**config.mk**
```make
export PLATFORM = sky130hd
export DESIGN_NAME = fifo_arb_ctrl_flat
export DESIGN_NICKNAME = d
export VERILOG_FILES = /design/src/rtl/fifo_pkg.sv /design/src/rtl/fifo_arb_ctrl_if.sv /design/src/rtl/fifo_arb_ctrl_rr_arb2.sv /design/src/rtl/fifo_arb_ctrl.sv /design/src/flat_wrapper.sv
export SDC_FILE = /design/constraint.sdc
export NUM_CORES = 1
export LEC_CHECK = 0
export BUFFER_PORTS_ARGS = -buffer_cell sky130_fd_sc_hd__buf_2
export CAP_MARGIN = 20
export CORE_MARGIN = 5
export CORE_UTILIZATION = 36
export DETAILED_ROUTE_END_ITERATION = 12
export HOLD_SLACK_MARGIN = 0.02
export PLACE_DENSITY = 0.75
export SLEW_MARGIN = 20
export SYNTH_ARGS = -nofsm -noshare
export SYNTH_HDL_FRONTEND = slang
export SYNTH_HIERARCHICAL = 1
export SYNTH_SLANG_ARGS = --single-unit
```
**constraint.sdc**
```tcl
create_clock -name clk -period 2.7 [get_ports clk]
set_input_delay 0 -clock clk [delete_from_list [all_inputs] [get_ports clk]]
set_output_delay 0 -clock clk [all_outputs]
set_load 0.1 [all_outputs]
```
**src/rtl/fifo_pkg.sv**
```systemverilog
// Shared definitions for the FIFO arbitration controller.
//   state_t      : controller FSM states (RUN / FLUSH / DONE)
//   WIDTH_DEF    : default data width
//   DEPTH_DEF    : default FIFO depth
//   count_width(): width of an occupancy counter that can hold 0..depth
package fifo_pkg;

    localparam int WIDTH_DEF = 16;
    localparam int DEPTH_DEF = 4;

    typedef enum logic [1:0] {
        RUN   = 2'd0,
        FLUSH = 2'd1,
        DONE  = 2'd2
    } state_t;

    function automatic int count_width(input int depth);
        return $clog2(depth) + 1;
    endfunction

endpackage

```
**src/rtl/fifo_arb_ctrl_if.sv**
```systemverilog
// Bundle of every handshake/bus signal around fifo_arb_ctrl.
//   producers  : req0/req1, data0/data1 in; gnt0/gnt1 out
//   FIFO write : fifo_data_in, data_in_valid out
//   FIFO read  : fifo_full, fifo_empty, fifo_data_out in; pop_fifo out
//   output     : out_valid, out_data out; out_ready in
//   control    : flush in; flush_done, count, err out
// master = the controller, slave = its environment (producers, FIFO, sink).
interface fifo_arb_ctrl_if
    import fifo_pkg::*;
#(
    parameter int WIDTH = WIDTH_DEF,
    parameter int DEPTH = DEPTH_DEF
);

    logic                          req0;
    logic                          req1;
    logic [WIDTH-1:0]              data0;
    logic [WIDTH-1:0]              data1;
    logic                          gnt0;
    logic                          gnt1;
    logic [WIDTH-1:0]              fifo_data_in;
    logic                          data_in_valid;
    logic                          fifo_full;
    logic                          fifo_empty;
    logic [WIDTH-1:0]              fifo_data_out;
    logic                          pop_fifo;
    logic                          out_valid;
    logic [WIDTH-1:0]              out_data;
    logic                          out_ready;
    logic                          flush;
    logic                          flush_done;
    logic [count_width(DEPTH)-1:0] count;
    logic                          err;

    modport master (
        input  req0, req1, data0, data1, fifo_full, fifo_empty, fifo_data_out,
               out_ready, flush,
        output gnt0, gnt1, fifo_data_in, data_in_valid, pop_fifo, out_valid,
               out_data, flush_done, count, err
    );

    modport slave (
        output req0, req1, data0, data1, fifo_full, fifo_empty, fifo_data_out,
               out_ready, flush,
        input  gnt0, gnt1, fifo_data_in, data_in_valid, pop_fifo, out_valid,
               out_data, flush_done, count, err
    );

endinterface

```
**src/rtl/fifo_arb_ctrl_rr_arb2.sv**
```systemverilog
// rr_arb2: two-way round-robin arbiter.
//   clk, rst_n : clock, asynchronous active-low reset
//   en         : grants allowed this cycle
//   req0, req1 : requests
//   gnt0, gnt1 : combinational one-hot grants
// `last` remembers the most recent winner; on a tie the other requester wins.
// It resets to 1 so requester 0 wins the first tie.
module rr_arb2 (
    input  logic clk,
    input  logic rst_n,
    input  logic en,
    input  logic req0,
    input  logic req1,
    output logic gnt0,
    output logic gnt1
);

    logic last;

    always_comb begin
        // NOTE: defaults first so every path assigns both grants; no latch is inferred.
        gnt0 = 1'b0;
        gnt1 = 1'b0;
        if (en) begin
            if (req0 && req1) begin
                gnt0 = last;
                gnt1 = !last;
            end else begin
                gnt0 = req0;
                gnt1 = req1;
            end
        end
    end

    always_ff @(posedge clk or negedge rst_n) begin
        // NOTE: non-blocking so every flop samples pre-edge values regardless of block order.
        if (!rst_n) begin
            last <= 1'b1;
        end else if (gnt0) begin
            last <= 1'b0;
        end else if (gnt1) begin
            last <= 1'b1;
        end
    end

endmodule

```
**src/rtl/fifo_arb_ctrl.sv**
```systemverilog
// fifo_arb_ctrl: shares one FIFO between two producers and drains it into a
// registered ready/valid output stage.
//   clk, rst_n : clock, asynchronous active-low reset
//   bus        : fifo_arb_ctrl_if.master -- producer grants, FIFO push/pop,
//                output register, flush handshake, occupancy mirror, error flag
// The FSM (RUN/FLUSH/DONE), output register, count mirror and error checker
// live here; write arbitration is delegated to rr_arb2.
module fifo_arb_ctrl
    import fifo_pkg::*;
#(
    parameter int WIDTH = WIDTH_DEF,
    parameter int DEPTH = DEPTH_DEF
) (
    input  logic            clk,
    input  logic            rst_n,
    fifo_arb_ctrl_if.master bus
);

    localparam int            CW       = count_width(DEPTH);
    localparam logic [CW-1:0] FULL_CNT = CW'(DEPTH);

    state_t           state;
    state_t           state_nxt;
    logic             run;
    logic             grant_en;
    logic             push;
    logic             pop;
    logic             out_valid_q;
    logic [WIDTH-1:0] out_data_q;
    logic [CW-1:0]    count_q;
    logic             err_q;
    logic             err_now;

    // Gating with rst_n keeps every combinational output low while reset is held.
    assign run      = (state == RUN) && rst_n;
    assign grant_en = run && !bus.fifo_full;

    rr_arb2 u_arb (
        .clk  (clk),
        .rst_n(rst_n),
        .en   (grant_en),
        .req0 (bus.req0),
        .req1 (bus.req1),
        .gnt0 (bus.gnt0),
        .gnt1 (bus.gnt1)
    );

    assign push              = bus.gnt0 | bus.gnt1;
    assign bus.data_in_valid = push;
    assign bus.fifo_data_in  = bus.gnt1 ? bus.data1 : bus.data0;

    always_ff @(posedge clk or negedge rst_n) begin
        if (!rst_n) begin
            state <= RUN;
        end else begin
            state <= state_nxt;
        end
    end

    // Flush is only sampled in RUN; FLUSH drains regardless of out_ready.
    always_comb begin
        state_nxt = state;
        pop       = 1'b0;
        case (state)
            RUN: begin
                pop = !bus.fifo_empty && (!out_valid_q || bus.out_ready);
                if (bus.flush) begin
                    state_nxt = FLUSH;
                end
            end
            FLUSH: begin
                pop = !bus.fifo_empty;
                if (bus.fifo_empty) begin
                    state_nxt = DONE;
                end
            end
            DONE:    state_nxt = RUN;
            default: state_nxt = RUN;
        endcase
        if (!rst_n) begin
            pop = 1'b0;
        end
    end

    assign bus.pop_fifo   = pop;
    assign bus.flush_done = (state == DONE);

    // A flush request kills the output word immediately; words popped while
    // flushing are dropped on the floor.
    always_ff @(posedge clk or negedge rst_n) begin
        if (!rst_n) begin
            out_valid_q <= 1'b0;
            out_data_q  <= '0;
        end else if (state == RUN && !bus.flush) begin
            if (pop) begin
                out_valid_q <= 1'b1;
                out_data_q  <= bus.fifo_data_out;
            end else if (bus.out_ready && out_valid_q) begin
                out_valid_q <= 1'b0;
            end
        end else begin
            out_valid_q <= 1'b0;
        end
    end

    assign bus.out_valid = out_valid_q;
    assign bus.out_data  = out_data_q;

    // Occupancy mirror: a simultaneous push and pop leaves it unchanged.
    always_ff @(posedge clk or negedge rst_n) begin
        if (!rst_n) begin
            count_q <= '0;
        end else begin
            case ({push, pop})
                2'b10:   if (count_q != FULL_CNT) count_q <= count_q + CW'(1);
                2'b01:   if (count_q != '0)       count_q <= count_q - CW'(1);
                default: count_q <= count_q;
            endcase
        end
    end

    assign bus.count = count_q;

    // Any disagreement between the mirror and the FIFO's own status, or an
    // access the mirror says is impossible, latches the error until reset.
    assign err_now = (push && count_q == FULL_CNT)
                   || (pop && count_q == '0)
                   || (bus.fifo_empty != (count_q == '0))
                   || (bus.fifo_full  != (count_q == FULL_CNT));

    always_ff @(posedge clk or negedge rst_n) begin
        if (!rst_n) begin
            err_q <= 1'b0;
        end else if (err_now) begin
            err_q <= 1'b1;
        end
    end

    assign bus.err = err_q;

endmodule

```
**src/flat_wrapper.sv**
```systemverilog
// flat-port wrapper written by rule: the top's interface ports become plain ports
module fifo_arb_ctrl_flat import fifo_pkg::*;
#(
    parameter int WIDTH = WIDTH_DEF,
    parameter int DEPTH = DEPTH_DEF
)
  (clk, rst_n, bus_req0, bus_req1, bus_data0, bus_data1, bus_fifo_full, bus_fifo_empty, bus_fifo_data_out, bus_out_ready, bus_flush, bus_gnt0, bus_gnt1, bus_fifo_data_in, bus_data_in_valid, bus_pop_fifo, bus_out_valid, bus_out_data, bus_flush_done, bus_count, bus_err);
  fifo_arb_ctrl_if #(.WIDTH(WIDTH), .DEPTH(DEPTH)) bus_i ();
  input  logic clk;
  input  logic rst_n;
  input wire logic [$bits(bus_i.req0)-1:0] bus_req0;
  input wire logic [$bits(bus_i.req1)-1:0] bus_req1;
  input wire logic [$bits(bus_i.data0)-1:0] bus_data0;
  input wire logic [$bits(bus_i.data1)-1:0] bus_data1;
  input wire logic [$bits(bus_i.fifo_full)-1:0] bus_fifo_full;
  input wire logic [$bits(bus_i.fifo_empty)-1:0] bus_fifo_empty;
  input wire logic [$bits(bus_i.fifo_data_out)-1:0] bus_fifo_data_out;
  input wire logic [$bits(bus_i.out_ready)-1:0] bus_out_ready;
  input wire logic [$bits(bus_i.flush)-1:0] bus_flush;
  output wire logic [$bits(bus_i.gnt0)-1:0] bus_gnt0;
  output wire logic [$bits(bus_i.gnt1)-1:0] bus_gnt1;
  output wire logic [$bits(bus_i.fifo_data_in)-1:0] bus_fifo_data_in;
  output wire logic [$bits(bus_i.data_in_valid)-1:0] bus_data_in_valid;
  output wire logic [$bits(bus_i.pop_fifo)-1:0] bus_pop_fifo;
  output wire logic [$bits(bus_i.out_valid)-1:0] bus_out_valid;
  output wire logic [$bits(bus_i.out_data)-1:0] bus_out_data;
  output wire logic [$bits(bus_i.flush_done)-1:0] bus_flush_done;
  output wire logic [$bits(bus_i.count)-1:0] bus_count;
  output wire logic [$bits(bus_i.err)-1:0] bus_err;
  assign bus_i.req0 = bus_req0;
  assign bus_i.req1 = bus_req1;
  assign bus_i.data0 = bus_data0;
  assign bus_i.data1 = bus_data1;
  assign bus_i.fifo_full = bus_fifo_full;
  assign bus_i.fifo_empty = bus_fifo_empty;
  assign bus_i.fifo_data_out = bus_fifo_data_out;
  assign bus_i.out_ready = bus_out_ready;
  assign bus_i.flush = bus_flush;
  assign bus_gnt0 = bus_i.gnt0;
  assign bus_gnt1 = bus_i.gnt1;
  assign bus_fifo_data_in = bus_i.fifo_data_in;
  assign bus_data_in_valid = bus_i.data_in_valid;
  assign bus_pop_fifo = bus_i.pop_fifo;
  assign bus_out_valid = bus_i.out_valid;
  assign bus_out_data = bus_i.out_data;
  assign bus_flush_done = bus_i.flush_done;
  assign bus_count = bus_i.count;
  assign bus_err = bus_i.err;
  fifo_arb_ctrl #(.WIDTH(WIDTH), .DEPTH(DEPTH)) u_core (.clk(clk), .rst_n(rst_n), .bus(bus_i));
endmodule
```
==> metrics.md, run 1 <==
| Metric | Value |
|---|---|
| First-pass GRT wire length | 6.39 mm |
| H-tree Lvls | 1 |
| Family with the most delay on the worst path | compound AO/OA/AOI/OAI gates |
| Routed WL per cell | 14.7 um |
| Sequential share of power | 25.6% |
| Commonest cells after routing, fill and taps aside | 97 x buf_2, 22 x mux2_2, 22 x dfrtp_1 |
| Switching Share | 60.5% |
| Slowest cell on the critical path | dfrtp_1 |
| Diode count | 0 |
| CP Class | reg -> reg |
| Tot Pwr | 2.27 mW |
| Largest net degree at the start of global routing | 26 |
| Most common cell after layout, fill and taps aside | buf_2 |
| Fin cells | 275 |
| Die Y | 71.0 um |
| Post-route ant nets | 0 |
| Mapped cell area | 0.00134 mm2 |
| Worst vdd ir | 0.790 mV |
| CP peak stage delay | 0.44 ns |
| Leak Pwr | 1.10 nW |
| Minimum clock period | 2.49 ns |
| Layout area overhead | 62.8% |
| Power per cell area | 1040 mW/mm2 |
| Final RePlAce weighted congestion | 0.832 |
| HPWL reported at the end of detailed placement | 3.07 mm |
| Clock Power Share | 9.6% |
| Layout net count | 287 |
| Drt first pass iters | 2 |
| Total GRT Usage | 15.6% |
| Synth Instances | 108 |
| # rows | 22 |
| P_sw | 1.37 mW |
| Final hold violation count | 0 |
| Final worst path period share | 92.3% |
| Worst Max-Slew Pin Slew | 0.512 ns |
| Combinational share of power | 64.8% |
| DR iter-0 viols | 33 |
| FMAX | 401 MHz |
| Die Area | 0.00503 mm2 |
| Vias in the first global route | 1,404 |
| Largest fanout on the critical path | 6 |
| Max Buffers Root-to-Sink | 2 |
| Remaining DRCs | 0 |
| Synthesized area per cell | 12.4 um2 |
| # Post-CTS Setup Buffers | 0 |
| Crit start category | flop |
| CTS buffer count | 3 |
| I/O Pins | 98 |
| Initial Utilization | 36.8% |
| Internal Pwr Total | 898 uW |
| Worst skew pair latency | 0.26 ns |
| Worst Skew | 0.00346 ns |
| Port bufs | 97 |
| Yosys warning count | 6 |
| Class of the worst hold path | in -> reg |
| Max Cap Viol | 0 |
| CP Capture Type | flop |
| Flops & latches, synth | 24 |
| WP buf/inv | 2 |
| Initial antenna violation count | 0 |
| Net count after synthesis | 167 |
| Crit path DAT | 2.63 ns |
| CTS Root Cell | clkbuf_8 |
| Core ar. | 0.00363 mm2 |
| RSZ-0062 raised after global routing | no |
| Clk sinks | 24 |
| DR vias | 1,325 |
| TritonCTS clock tree | done |
| Distinct cells, synth | 32 |
| Register area share after synthesis | 45.0% |
| Slew Viols, Final | 0 |
| Clk slew on worst S/H paths | 0.08 ns |
| Worst EP required | 2.84 ns |
| Placed instance count | 252 |
| Outcome | completed |
| Share of cells above drive strength 1 | 66.1% |
| Max_slew headroom | 65.8% |
| Setup violators final | 0 |
| GRT Residual Overflow | 0 |
| CP cell instances | nor3b_2, o21ai_0, inv_2, ha_2, inv_1, fa_1, or2_2, a221oi_1, a22oi_1 |
| Routed vias/inst | 4.82 |
| Width of the die | 71.0 um |
| DRT Wirelength | 4.06 mm |
-- power by group through the flow --
stage	registers [mW]	logic, mW	clock network, mW
after detailed placement	0.579	1.46	0
after CTS	0.577	1.47	0.230
after global placement	0.580	1.44	0
after floorplan	1.35	0.445	0
final	0.582	1.47	0.218
after global routing	0.601	1.53	0.241
-- per-layer routing --
| layer | up-vias | global-route usage, % | share of wire, % |
|---|---|---|---|
| li1 | 623 | - | - |
| met1 | 620 | 17.7 | 38 |
| met2 | 80 | 28.2 | 49 |
| met3 | 2 | 5.54 | 13 |
| met4 | 0 | 3.13 | 0.44 |
| met5 | - | 0 | 0 |
-- cell usage after synthesis --
cell type | n | area [um2]
ha_1 | 2 | 25.0
mux2i_1 | 1 | 10.0
nand4_1 | 1 | 6.26
or2_2 | 1 | 6.26
dfrtp_1 | 23 | 576
a31o_2 | 1 | 8.76
o21ai_0 | 2 | 10.0
a21bo_1 | 1 | 10.0
buf_2 | 2 | 10.0
a21oi_1 | 4 | 20.0
mux2_2 | 23 | 259
a221oi_1 | 1 | 8.76
dfstp_2 | 1 | 26.3
a2111oi_0 | 1 | 8.76
nor4b_1 | 1 | 8.76
buf_6 | 1 | 11.3
nor2_1 | 7 | 26.3
a21o_1 | 1 | 7.51
inv_1 | 7 | 26.3
nor4_1 | 1 | 6.26
a211oi_1 | 1 | 7.51
nand2_1 | 5 | 18.8
nand2b_1 | 1 | 6.26
fa_1 | 1 | 20.0
a22oi_1 | 1 | 7.51
nor2b_1 | 1 | 6.26
nand3_2 | 1 | 10.0
nor3_1 | 1 | 5.00
mux2_4 | 10 | 150
or3_1 | 2 | 12.5
or4b_1 | 1 | 10.0
nor3b_2 | 1 | 12.5
-- cell families after synthesis --
| family | after synthesis | synth area share (%) |
|---|---|---|
| adders and majority gates | 3 | 3.37 |
| muxes | 34 | 31.3 |
| buffers and inverters | 10 | 3.56 |
| AOI/OAI and AO/OA | 13 | 6.64 |
| DFF | 24 | 45.0 |
| and+or+nand+nor | 24 | 10.1 |
-- metrics by stage --
stage / utilization (%) / setup WS (ns) / cell area [um2] / setup TNS (ns) / hold WS [ns]
detailed placement: 53.4 / 0.234 / 1940 / 0 / 0.0503
CTS: 59.9 / 0.218 / 2180 / 0 / 0.0476
finish: 59.9 / 0.208 / 2180 / 0 / 0.0583
global route: 59.9 / 0.0404 / 2180 / 0 / 0.0656
floorplan: - / -0.269 / 1420 / -0.769 / -0.296
global placement: 53.4 / 0.328 / 1940 / 0 / 0.0475
-- final cells by class --
cell class | instances | area [um2]
Clock buffer | 4 | 45.0
Timing Repair Buffer | 118 | 691
Inverter | 7 | 30.0
Tap cell | 48 | 60.1
Fill cell | 309 | 1460
Multi-Input combinational cell | 74 | 748
Sequential cell | 24 | 603
-- worst reg2reg max path, stage by stage, from the launching register on --
cell,delay (ns)
dfrtp_1,0.44
nor3b_2,0.25
o21ai_0,0.24
inv_2,0.10
ha_2,0.21
inv_1,0.06
fa_1,0.39
or2_2,0.29
a221oi_1,0.25
a22oi_1,0.13
-- state kept, by name, indices dropped and copies added, names as in the netlist --
register              cells
u_core/bus.out_data      16
u_core/bus.count          3
u_core/state              2
u_core/bus.err            1
u_core/bus.out_valid      1
u_core/u_arb/last         1
-- path summary, 6_finish.rpt --
kind                            slack [ns]                   startpoint  depth (start not counted)                         endpoint
worst max-delay path                  0.21  u_core/state[1]$_DFFE_PN0P_                          9  u_core/bus.count[2]$_DFFE_PN0P_
worst min-delay path                  0.06                     bus_req0                          3    u_core/u_arb/last$_DFFE_PN1P_
worst max register to register        0.21  u_core/state[1]$_DFFE_PN0P_                          9  u_core/bus.count[2]$_DFFE_PN0P_
worst min register to register        0.47   u_core/bus.err$_DFFE_PN0P_                          1       u_core/bus.err$_DFFE_PN0P_
max in group asynchronous             2.09                        rst_n                          3    u_core/u_arb/last$_DFFE_PN1P_
min in group asynchronous             0.32                        rst_n                          3  u_core/bus.count[1]$_DFFE_PN0P_
-- repair_timing --
action / CTS / global route
gates resized for setup: 0 / 0
endpoints found under the setup margin: 0 / 0
hold endpoints to repair: 41 / 0
hold buffers: 19 / 0
Power figures use the tool's default switching activity.
==> inputs of run 2 (changes only) <==
CAP_MARGIN = 10   (was 20)
CTS_CLUSTER_DIAMETER = 50   (was default)
REMOVE_ABC_BUFFERS = 1   (was default)
==> metrics.md, run 2 (synthesized netlist as in run 1, its figures left out) <==
| Metric | Value |
|---|---|
| Max Cap Viol | 0 (unchanged) |
| Width of the die | 71.0 um (unchanged) |
| Crit start category | flop (unchanged) |
| Worst Skew | 0.00268 ns (was 0.00346 ns) |
| Max Buffers Root-to-Sink | 2 (unchanged) |
| Leak Pwr | 1.22 nW (was 1.10 nW) |
| Layout net count | 290 (was 287) |
| Remaining DRCs | 0 (unchanged) |
| CP startpoint | u_core/state[1]$_DFFE_PN0P_ (unchanged) |
| H-tree Lvls | 1 (unchanged) |
| R2R Setup Slk | 0.18 ns (was 0.21 ns) |
| Worst vdd ir | 0.438 mV (was 0.790 mV) |
| Initial Utilization | 36.8% (unchanged) |
| TritonCTS clock tree | done (unchanged) |
| RSZ-0062 raised after global routing | no (unchanged) |
| Largest fanout on the critical path | 6 (unchanged) |
| Setup violators final | 0 (unchanged) |
| Most common cell after layout, fill and taps aside | buf_2 (unchanged) |
| Fin cells | 278 (was 275) |
| CP Capture Type | flop (unchanged) |
| CTS Root Cell | clkbuf_8 (unchanged) |
| Final hold violation count | 0 (unchanged) |
| Port bufs | 97 (unchanged) |
| # rows | 22 (unchanged) |
| DR iter-0 viols | 40 (was 33) |
| Crit path DAT | 2.65 ns (was 2.63 ns) |
| CP Class | reg -> reg (unchanged) |
| Final RePlAce weighted congestion | 0.771 (was 0.832) |
| Core Util, Final | 66.5% (was 59.9%) |
| Worst Max-Slew Pin Slew | 0.514 ns (was 0.512 ns) |
| Routed WL per cell | 15.2 um (was 14.7 um) |
| Final worst path period share | 93.3% (was 92.3%) |
| Minimum clock period | 2.52 ns (was 2.49 ns) |
| Fin area | 0.00242 mm2 (was 0.00218 mm2) |
| Slew Viols, Final | 0 (unchanged) |
| Share of cells above drive strength 1 | 61.7% (was 66.1%) |
| Tot Pwr | 2.33 mW (was 2.27 mW) |
| Die Area | 0.00503 mm2 (unchanged) |
| GRT Residual Overflow | 0 (unchanged) |
| CTS buffer count | 3 (unchanged) |
| Routed vias/inst | 4.73 (was 4.82) |
| Clk sinks | 24 (unchanged) |
| Total GRT Usage | 17.1% (was 15.6%) |
| Reg2Reg Depth | 9 (unchanged) |
| Number of fill cells | 294 (was 309) |
| Vias in the first global route | 1,504 (was 1,404) |
| Commonest cells after routing, fill and taps aside | 79 x buf_2, 23 x mux2_2, 23 x dfrtp_1 (was 97 x buf_2, 22 x mux2_2, 22 x dfrtp_1) |
| Layout area overhead | 80.6% (was 62.8%) |
| Power per cell area | 964 mW/mm2 (was 1040 mW/mm2) |
| First-pass GRT wire length | 6.85 mm (was 6.39 mm) |
| # Post-CTS Setup Buffers | 0 (unchanged) |
| Reg-to-Reg End | u_core/bus.count[2]$_DFFE_PN0P_ (unchanged) |
| Largest register FFs | 16 (unchanged) |
| Core ar. | 0.00363 mm2 (unchanged) |
| Post-route ant nets | 0 (unchanged) |
| HPWL reported at the end of detailed placement | 3.28 mm (was 3.07 mm) |
| Drt first pass iters | 4 (was 2) |
| Die Y | 71.0 um (unchanged) |
| Reg2reg start | u_core/state[1]$_DFFE_PN0P_ (unchanged) |
| Outcome | completed (unchanged) |
| Class of the worst hold path | in -> async (was in -> reg) |
| DRT Wirelength | 4.22 mm (was 4.06 mm) |
| I/O Pins | 98 (unchanged) |
| Worst EP required | 2.83 ns (was 2.84 ns) |
| Largest net degree at the start of global routing | 23 (was 26) |
| Placed instance count | 253 (was 252) |
| FMAX | 397 MHz (was 401 MHz) |
| Initial antenna violation count | 0 (unchanged) |
| Area after DPL | 0.00215 mm2 (was 0.00194 mm2) |
| DR vias | 1,314 (was 1,325) |
| Final TNS setup | 0 ns (unchanged) |
| Setup crit end | u_core/bus.count[2]$_DFFE_PN0P_ (unchanged) |
| Worst skew pair latency | 0.26 ns (about the same) |
| Clk slew on worst S/H paths | 0.08 ns (about the same) |
| Max_slew headroom | 65.7% (was 65.8%) |
| Diode count | 0 (unchanged) |
==> run 2: changes by cell type in the layout (fill, tap and decap cells not counted), sizes merged <==
cell,delta
buf,+1
dlygate4sd3,+2
clkinvlp,-1
inv,+1
==> run 2: final cells by class <==
class,instances,area (um2),share of cell area [%]
Inverter,7,26.3,1.09
Timing Repair Buffer,121,988,40.9
Sequential cell,24,602,24.9
Clock buffer,4,45.0,1.86
Tap cell,48,60.1,2.49
Multi-Input combinational cell,74,694,28.7
==> run 2: power breakdown <==
group,internal (mW),switching (mW),total [mW]
combinational,0.378,1.17,1.55
sequential,0.481,0.0880,0.569
clock,0.105,0.103,0.208
total,0.964,1.36,2.33
==> run 2: worst min path at each step <==
stage,startpoint,endpoint,slack (ns)
final,rst_n,u_core/state[0]$_DFFE_PN0P_,0.11
after global routing,rst_n,u_core/state[0]$_DFFE_PN0P_,0.11
after CTS,rst_n,u_core/state[0]$_DFFE_PN0P_,0.1
after detailed placement,rst_n,u_core/state[0]$_DFFE_PN0P_,-0.18
after global placement,rst_n,u_core/state[1]$_DFFE_PN0P_,-0.18
after floorplan,rst_n,u_core/bus.count[0]$_DFFE_PN0P_,-0.30
==> run 2: through the flow <==
step / hold WS (ns) / setup WS (ns)
after floorplan: -0.296 / -2.33
after global placement: -0.183 / 0.338
after detailed placement: -0.179 / 0.115
after CTS: 0.0968 / 0.108
after global routing: 0.112 / 0.0126
final: 0.107 / 0.180
==> run 2: metal layers <==
| metal | vias up | global-route usage (%) | wire [um] |
|---|---|---|---|
| li1 | 635 | - | - |
| met1 | 593 | 17.2 | 1490 |
| met2 | 82 | 31.6 | 2100 |
| met3 | 4 | 7.81 | 616 |
| met4 | 0 | 5.01 | 17 |
| met5 | - | 0 | 0 |
==> run 2: worst max-delay path, cell delays in order, from the launching register on <==
cell      delay [ns]
dfrtp_1         0.45
nor3b_2         0.27
o21ai_0         0.19
inv_1           0.11
ha_1            0.22
inv_1           0.07
fa_1            0.40
or2_2           0.30
a221oi_1        0.26
a22oi_1         0.13
==> run 2: what timing repair did <==
action                                  CTS  global route
hold buffers                             21             0
resized for setup                         0             1
endpoints found under the setup margin    0             1
hold endpoints to repair                 43             0
==> inputs of run 3 (changes only) <==
GPL_TIMING_DRIVEN = 0   (was default)
==> metrics.md, run 3 (synthesized netlist as in run 1, its figures left out) <==
| Metric | Value |
|---|---|
| Layout net count | 288 (was 290) |
| Routed vias/inst | 4.76 (was 4.73) |
| Worst Setup Slack, final | 0.236 ns (was 0.180 ns) |
| Worst Skew | 0.00480 ns (was 0.00268 ns) |
| # rows | 22 (unchanged) |
| CTS Root Cell | clkbuf_8 (unchanged) |
| Minimum clock period | 2.46 ns (was 2.52 ns) |
| RSZ-0062 raised after global routing | no (unchanged) |
| FMAX | 406 MHz (was 397 MHz) |
| Core ar. | 0.00363 mm2 (unchanged) |
| Hold_ws | 0.0461 ns (was 0.107 ns) |
| CP peak stage delay | 0.47 ns (was 0.45 ns) |
| Place WS | -0.0112 ns (was 0.115 ns) |
| Post-route ant nets | 0 (unchanged) |
| CP cell instances | nor3b_2, o21ai_0, inv_1, ha_1, inv_1, fa_1, or2_2, a221oi_1, a22oi_1 (unchanged) |
| I/O Pins | 98 (unchanged) |
| GRT Max-Usage Layer | met2 (unchanged) |
| Total GRT Usage | 15.9% (was 17.1%) |
| Crit start category | flop (unchanged) |
| Worst vdd ir | 0.451 mV (was 0.438 mV) |
| Largest net degree at the start of global routing | 24 (was 23) |
| Initial Utilization | 36.8% (unchanged) |
| Most common cell after layout, fill and taps aside | buf_2 (unchanged) |
| Max Buffers Root-to-Sink | 2 (unchanged) |
| Commonest cells after routing, fill and taps aside | 98 x buf_2, 23 x mux2_2, 23 x dfrtp_1 (was 79 x buf_2, 23 x mux2_2, 23 x dfrtp_1) |
| Setup violators final | 0 (unchanged) |
| CP Capture Type | flop (unchanged) |
| Layout area overhead | 60.1% (was 80.6%) |
| Largest register FFs | 16 (unchanged) |
| HPWL reported at the end of detailed placement | 3.01 mm (was 3.28 mm) |
| Setup crit end | u_core/bus.count[2]$_DFFE_PN0P_ (unchanged) |
| Class of the worst hold path | in -> reg (was in -> async) |
| GRT Residual Overflow | 0 (unchanged) |
| Diode count | 0 (unchanged) |
| Global routing met3 resource utilization | 4.69% (was 7.81%) |
| Largest fanout on the critical path | 6 (unchanged) |
| Clk slew on worst S/H paths | 0.07 ns (was 0.08 ns) |
| CP startpoint | u_core/state[1]$_DFFE_PN0P_ (unchanged) |
| Met1 Usage GRT | 18.5% (was 17.2%) |
| Slew Viols, Final | 0 (unchanged) |
| Port bufs | 97 (unchanged) |
| TritonCTS clock tree | done (unchanged) |
| Max_slew headroom | 65.5% (was 65.7%) |
| Critical path's most frequent cell | inv_1 (unchanged) |
| Share of cells above drive strength 1 | 62.3% (was 61.7%) |
| Max Cap Viol | 0 (unchanged) |
| Remaining DRCs | 0 (unchanged) |
| Worst skew pair latency | 0.26 ns (about the same) |
| Worst EP required | 2.83 ns (about the same) |
| Core Util, Final | 59.0% (was 66.5%) |
| Width of the die | 71.0 um (unchanged) |
| DR iter-0 viols | 29 (was 40) |
| CP Class | reg -> reg (unchanged) |
| DRT Wirelength | 3.95 mm (was 4.22 mm) |
| DR vias | 1,314 (unchanged) |
| Leak Pwr | 1.12 nW (was 1.22 nW) |
| Tot Pwr | 2.24 mW (was 2.33 mW) |
| Power per cell area | 1050 mW/mm2 (was 964 mW/mm2) |
| First-pass GRT wire length | 6.58 mm (was 6.85 mm) |
| H-tree Lvls | 1 (unchanged) |
| Reg2reg start | u_core/state[1]$_DFFE_PN0P_ (unchanged) |
| Area after DPL | 0.00188 mm2 (was 0.00215 mm2) |
| Reg-to-Reg End | u_core/bus.count[2]$_DFFE_PN0P_ (unchanged) |
| R2R Setup Slk | 0.24 ns (was 0.18 ns) |
| Final worst path period share | 91.2% (was 93.3%) |
| Reg2Reg Depth | 9 (unchanged) |
| Crit path DAT | 2.60 ns (was 2.65 ns) |
| Die Area | 0.00503 mm2 (unchanged) |
| Slowest cell on the critical path | dfrtp_1 (unchanged) |
| Worst Max-Slew Pin Slew | 0.516 ns (was 0.514 ns) |
| Outcome | completed (unchanged) |
| Vias in the first global route | 1,452 (was 1,504) |
| Initial antenna violation count | 0 (unchanged) |
| Clk sinks | 24 (unchanged) |
| Drt first pass iters | 2 (was 4) |
| Final hold violation count | 0 (unchanged) |
| Number of fill cells | 322 (was 294) |
| Die Y | 71.0 um (unchanged) |
| Final RePlAce weighted congestion | 0.680 (was 0.771) |
| CTS buffer count | 3 (unchanged) |
| Fin area | 0.00214 mm2 (was 0.00242 mm2) |
| Met2 Use GR | 28.5% (was 31.6%) |
| Routed WL per cell | 14.3 um (was 15.2 um) |
[run 3: report_power, final]
part / switching (mW) / leakage, nW / total [mW] / internal, mW
sequential: 0.0872 / 0.286 / 0.568 / 0.481
combinational: 1.15 / 0.808 / 1.46 / 0.307
clock: 0.104 / 0.0228 / 0.209 / 0.105
total: 1.35 / 1.12 / 2.24 / 0.893
[run 3: cell type report]
type                    count  area, um2  share of cell area, %
multi-input cells          74        707                   33.0
repair buffers            119        702                   32.8
flip-flops and latches     24        602                   28.1
well taps                  48       60.1                   2.80
clock buffers               4       45.0                   2.10
inverters                   7       26.3                   1.23
[run 3: timing repair]
action / in CTS / in global routing
setup endpoints to repair: 0 / 2
endpoints found under the hold margin: 42 / 0
setup buffers: 0 / 0
hold buffers: 21 / 0
resized for setup: 0 / 2
[run 3: through the flow]
stage          TNS (ns)  instances
6_report              0        276
5_1_grt               0        276
4_1_cts               0        276
3_5_place_dp    -0.0112        251
3_3_place_gp     -10.15        250
2_1_floorplan    -32.88        105
[run 3: how the worst min path moves through the flow]
stage | to | slack [ns] | startpoint | depth (start not counted)
5_1_grt | u_core/u_arb/last$_DFFE_PN1P_ | 0.07 | bus_req0 | 3
4_1_cts | u_core/u_arb/last$_DFFE_PN1P_ | 0.02 | bus_req0 | 3
2_1_floorplan | u_core/bus.count[0]$_DFFE_PN0P_ | -0.30 | rst_n | 0
6_report | u_core/u_arb/last$_DFFE_PN1P_ | 0.05 | bus_req0 | 3
3_5_place_dp | u_core/bus.out_data[3]$_DFFE_PN0P_ | 0.03 | rst_n | 1
3_3_place_gp | u_core/bus.out_data[6]$_DFFE_PN0P_ | 0.02 | rst_n | 1
[run 3: per-layer routing]
metal / up-vias / wire, um
met4: 0 / 30
li1: 626 / -
met5: - / 0
met2: 85 / 1950
met1: 598 / 1500
met3: 5 / 475
[run 3: critical path, delay by kind of cell, from the launching register on]
kind            cells  cell delay (ns)
simple gates        2             0.53
flops               1             0.47
fa+ha+maj           2             0.63
compound gates      3             0.54
buf+inv             2             0.18
